### config.mk
export PLATFORM = sky130hd
export DESIGN_NAME = tc_multi
export DESIGN_NICKNAME = d
export VERILOG_FILES = /design/src/rtl/tc_multi.sv
export SDC_FILE = /design/constraint.sdc
export NUM_CORES = 1
export LEC_CHECK = 0
export CAP_MARGIN = 10
export CORE_AREA = 2 2 229 231
export CTS_CLUSTER_DIAMETER = 30
export DETAILED_ROUTE_END_ITERATION = 7
export DIE_AREA = 0 0 231 233
export GPL_TIMING_DRIVEN = 1
export SETUP_SLACK_MARGIN = 0.2
export SYNTH_ARGS = -nofsm -noshare
export SYNTH_HDL_FRONTEND = slang
export SYNTH_SLANG_ARGS = --single-unit
export TNS_END_PERCENT = 20
### constraint.sdc
create_clock -name clk_i -period 3.45 [get_ports clk_i]
set_input_delay 0.5175 -clock clk_i [delete_from_list [all_inputs] [get_ports clk_i]]
set_output_delay 0.5175 -clock clk_i [all_outputs]
set_load 0.01 [all_outputs]
### src/rtl/tc_multi.sv
// Multi-channel down-counting timer with a shared write-1-to-clear pending register and combined irq.
// Optional TC_PWM_EN adds MODE 2 auto-reload with a per-channel square wave on pwm_o.
module tc_multi #(
  parameter int unsigned N_CH  = 4,
  parameter int unsigned CNT_W = 32
) (
  input  logic            clk_i,
  input  logic            rst_i,
  input  logic            we_i,
  input  logic [7:2]      add_i,
  input  logic [31:0]     dat_i,
  output logic [31:0]     dat_o,
  output logic            irq,
  output logic [N_CH-1:0] pwm_o
);

  typedef enum logic [1:0] {StIdle, StLoad, StCnt} state_e;

  localparam logic [1:0]       RegCtrl   = 2'd0;
  localparam logic [1:0]       RegPreset = 2'd1;
  localparam logic [1:0]       RegStatus = 2'd3;
  localparam logic [CNT_W-1:0] CntOne    = CNT_W'(1);

  logic [3:0] chan;
  logic [1:0] sel;
  assign chan = add_i[7:4];
  assign sel  = add_i[3:2];

  logic [3:0]       ctrl_q    [N_CH];
  logic [3:0]       ctrl_d    [N_CH];
  logic [CNT_W-1:0] preset_q  [N_CH];
  logic [CNT_W-1:0] preset_d  [N_CH];
  logic [CNT_W-1:0] count_q   [N_CH];
  logic [CNT_W-1:0] count_d   [N_CH];
  state_e           state_q   [N_CH];
  state_e           state_d   [N_CH];
  logic [N_CH-1:0]  pending_q, pending_d, pending_set, status_clr, wr_sel, reload;
`ifdef TC_PWM_EN
  logic [N_CH-1:0]  pwm_q, pwm_d;
`endif

  always_comb begin
    for (int i = 0; i < N_CH; i++) begin
      wr_sel[i] = we_i && (sel != RegStatus) && (int'(chan) == i);
`ifdef TC_PWM_EN
      reload[i] = (ctrl_q[i][2:1] == 2'd1) || (ctrl_q[i][2:1] == 2'd2);
`else
      reload[i] = (ctrl_q[i][2:1] == 2'd1);
`endif
    end
    status_clr = (we_i && sel == RegStatus) ? dat_i[N_CH-1:0] : '0;
  end

  always_comb begin
    pending_set = '0;
`ifdef TC_PWM_EN
    pwm_d = pwm_q;
`endif
    for (int i = 0; i < N_CH; i++) begin
      ctrl_d[i]   = ctrl_q[i];
      preset_d[i] = preset_q[i];
      count_d[i]  = count_q[i];
      state_d[i]  = state_q[i];
      unique case (state_q[i])
        StIdle: if (ctrl_q[i][0]) state_d[i] = StLoad;
        StLoad: begin
          if (!ctrl_q[i][0]) begin
            state_d[i] = StIdle;
          end else begin
            count_d[i] = preset_q[i];
            state_d[i] = StCnt;
`ifdef TC_PWM_EN
            if (ctrl_q[i][2:1] == 2'd2) pwm_d[i] = ~pwm_q[i];
`endif
            // A zero preset is a terminal event on the load itself.
            if (preset_q[i] == '0) begin
              pending_set[i] = 1'b1;
              if (!reload[i]) begin
                ctrl_d[i][0] = 1'b0;
                state_d[i]   = StIdle;
              end
            end
          end
        end
        StCnt: begin
          if (!ctrl_q[i][0]) begin
            state_d[i] = StIdle;
          end else if (count_q[i] == '0) begin
            state_d[i] = StLoad;
          end else begin
            count_d[i] = count_q[i] - CntOne;
            if (count_q[i] == CntOne) begin
              pending_set[i] = 1'b1;
              if (reload[i]) begin
                state_d[i] = StLoad;
              end else begin
                ctrl_d[i][0] = 1'b0;
                state_d[i]   = StIdle;
              end
            end
          end
        end
        default: state_d[i] = StIdle;
      endcase
      // Bus writes override the terminal-event EN clear on the same edge.
      if (wr_sel[i]) begin
        if (sel == RegCtrl)   ctrl_d[i]   = dat_i[3:0];
        if (sel == RegPreset) preset_d[i] = dat_i[CNT_W-1:0];
      end
`ifdef TC_PWM_EN
      if (!ctrl_q[i][0]) pwm_d[i] = 1'b0;
`endif
    end
    pending_d = (pending_q & ~status_clr) | pending_set;
  end

  always_ff @(posedge clk_i) begin
    if (rst_i) begin
      ctrl_q    <= '{default: '0};
      preset_q  <= '{default: '0};
      count_q   <= '{default: '0};
      state_q   <= '{default: StIdle};
      pending_q <= '0;
    end else begin
      ctrl_q    <= ctrl_d;
      preset_q  <= preset_d;
      count_q   <= count_d;
      state_q   <= state_d;
      pending_q <= pending_d;
    end
  end

`ifdef TC_PWM_EN
  always_ff @(posedge clk_i) begin
    if (rst_i) pwm_q <= '0;
    else       pwm_q <= pwm_d;
  end

  always_comb begin
    for (int i = 0; i < N_CH; i++) pwm_o[i] = pwm_q[i] & ctrl_q[i][0];
  end
`else
  assign pwm_o = '0;
`endif

  always_comb begin
    irq   = 1'b0;
    dat_o = '0;
    for (int i = 0; i < N_CH; i++) begin
      irq = irq | (pending_q[i] & ctrl_q[i][3]);
      if (int'(chan) == i) begin
        unique case (sel)
          2'd0:    dat_o[3:0]       = ctrl_q[i];
          2'd1:    dat_o[CNT_W-1:0] = preset_q[i];
          2'd2:    dat_o[CNT_W-1:0] = count_q[i];
          default: dat_o            = '0;
        endcase
      end
    end
    if (sel == RegStatus) dat_o = 32'(pending_q);
  end

endmodule

==> metrics.txt <==
DRT antenna net count 0; Yosys reg bits 284; cell taking the most area after synthesis dfxtp_1; most common cell after layout, fill and taps aside nand2_1; H-tree levels 3; Distinct cells, synth 77; sequential fraction of the synthesis area 31.8%; final net count 2595; area share of the largest cell type after synthesis 31.8%; worst vdd ir 0.000331 V; Mapped Cells 2432; HPWL Detailed 62100 um; CP arrival 2.87 ns; first-pass GRT wire length 132000 um; Overflow after GRT 0; most frequent cell on the critical path a21oi_1; vias in the first global route 20149; CTS max path bufs 3; initial antenna violation count 1; cell area power density 527 mW/mm2; GRT Resource Usage Total 32.1%; relative slew slack 40.2%; Post-synth EDFFs 0; Iter 0 DRT Violations 3205; Area contributors post-synth dfxtp_1 (32%), nand2_1 (8.4%), a21oi_1 (6.9%); CTS tree built; Setup Crit Path Kind input port to output pin; sum of negative setup slack 0 ns; final hold viol count 0; Fin Clk Skew 0.0340 ns; Slew Viols, Final 0; routed wire length 89000 um; Worst Hold Class input port to register; Tmin final 3.39 ns; commonest cells after routing, fill and taps aside nand2_1 (400), dfxtp_1 (284), a21oi_1 (245); Worst Setup Start Kind input port; status complete, no violations; worst-margin pin slew 0.888 ns; area grow syn2layout 31.0%; Worst-Skew Late Latency 0.63 ns; number of core rows 83; IO Pins 78; fin crit share 98.3%; root buffer cell clkbuf_16; Port Buf Inserts 73; endpoint type of the worst setup path output pin; layout cell share with drive strength beyond 1 15.1%; Placed Area 0.0199 mm2; Max Clock Freq 295 MHz; number of CTS-inserted buffers 88; CP Data Required Time 2.93 ns; asr flop ratio synth 0%; largest net degree at the start of global routing 146; vias per cell 6.63; RSZ-0062 raised after global routing yes; post-route cell area 0.0234 mm2; Most used DFF post-synth dfxtp_1; CP peak stage delay 0.57 ns; initial core utilization 35.0%; die height 233 um; leak pwr 8.36 nW; DRC violations left 0; Die W 231 um; worst-path fanout max 9; die area 0.0538 mm2; Clock transition at path regs 0.04 ns; TritonCTS Sinks 284; Final setup viols 0; MaxCap Viol Count 0; wire per inst 27.2 um; synthesized area 0.0179 mm2; Core Box Area 0.0511 mm2; Ys Warns 0; Avg Cell Area, Syn 7.35 um2; ant diodes 0; GP Congestion 1.01; min-delay src rst_i; fill count 5044; Slowest-stage cell, CP clkdlybuf4s50_1; reg2reg start count_q[96]$_SDFFE_PP0P_; CP cell instances clkdlybuf4s15_2 -> inv_1 -> ha_4 -> buf_4 -> a22o_1 -> a21oi_1 -> a211oi_1 -> a21oi_1 -> nor2_2 -> clkdlybuf4s50_1; Worst setup startpoint add_i[2]; routed via count 21745; First-pass DRT Iterations 6
critical path, delay by kind of cell:
kind	cells	cell delay, ns
fa+ha+maj	1	0.30
buf+inv	4	1.19
simple gates	1	0.17
compound gates	4	0.70
repair_timing:
item	in CTS	in global routing
pin swaps	13	4
setup endpoints to repair	32	21
gates cloned	4	1
setup buffers	10	1
hold buffers	0	0
gates resized for setup	60	15
layout make-up:
cell class / instances / area, um2 / area share [%]
Tap cell: 680 / 851 / 3.64
Clock inverter: 38 / 572 / 2.44
Clock buffer: 124 / 2550 / 10.9
Multi-Input combinational cell: 1880 / 11400 / 48.5
Inverter: 40 / 150 / 0.642
Timing Repair Buffer: 232 / 2250 / 9.61
Sequential cell: 284 / 5690 / 24.3
per-stage QoR:
step | total power [mW] | util [%] | hold WS [ns] | worst slack [ns] | cells
after floorplan | 3.65 | - | 0.451 | 0.612 | 2435
after global placement | 3.92 | 39.0 | 0.474 | -0.347 | 3100
after detailed placement | 3.92 | 39.0 | 0.490 | -0.334 | 3100
after CTS | 12.3 | 45.7 | 0.309 | -0.0222 | 3276
after global routing | 12.6 | 45.8 | 0.327 | 0.0891 | 3278
final | 12.3 | 45.8 | 0.337 | 0.0601 | 3278
synth_stat cells (7+ instances only):
library cell and instances:
nand3_1 61, o311ai_0 28, o211ai_1 18, o221ai_1 7, a22oi_1 103, ha_1 28
nand4_1 40, a221oi_1 37, a32o_1 13, mux2i_1 15, a31o_2 7, and2_1 8
and3_1 13, nor2b_1 39, buf_1 16, dfxtp_1 284, or2_2 13, o41ai_1 16
o41a_1 8, o22ai_1 30, or4_1 28, nand2_1 400, and4_1 7, o31ai_1 38
nor4b_1 7, o21ai_0 72, a211oi_1 15, a21o_1 13, a31oi_1 32, nand2b_1 10
clkbuf_1 206, nor4_1 94, o31a_1 13, nor2_1 134, nor3_1 96, a21oi_1 245
or3_1 27, a22o_1 55, o32ai_1 31, inv_1 38
path summary, 6_finish.rpt:
check	endpoint	slack (ns)	depth (start not counted)
worst min register to register	preset_q[46]$_SDFFE_PP0P_	0.50	2
worst min-delay path	count_q[57]$_SDFFE_PP0P_	0.34	2
worst max register to register	count_q[99]$_SDFFE_PP0P_	0.46	7
worst max-delay path	dat_o[30]	0.06	10
power breakdown:
part	switching [mW]	total (mW)	internal [mW]
Sequential	0.0193	3.33	3.31
Clock	2.50	8.41	5.92
Combinational	0.394	0.601	0.207
cells by family (layout without fill, tap and decap cells):
family                   Yosys count  count (layout)  synth area share, %
multiplexers                      17              17                0.966
other                              1               4               0.0210
AND/OR/NAND/NOR                 1003            1003                 27.4
flip-flops                       284             284                 31.8
buffers and inverters            271             434                 5.90
adder cells (fa/ha/maj)           28              28                 1.96
AO/OA/AOI/OAI                    828             828                 31.9
registers in the layout, indices dropped and copies added (netlist names):
name,count
pending_q,4
preset_q,128
ctrl_q,16
state_q,8
count_q,128
metal layers:
metal	global-route usage [%]	routed length (um)	up-vias
met5	0	0	-
met4	17.5	5630	0
met3	7.60	9920	339
met2	48.4	37900	1506
met1	42.1	35500	10421
li1	-	-	9479
No activity file was read; power rests on OpenSTA's default activity.
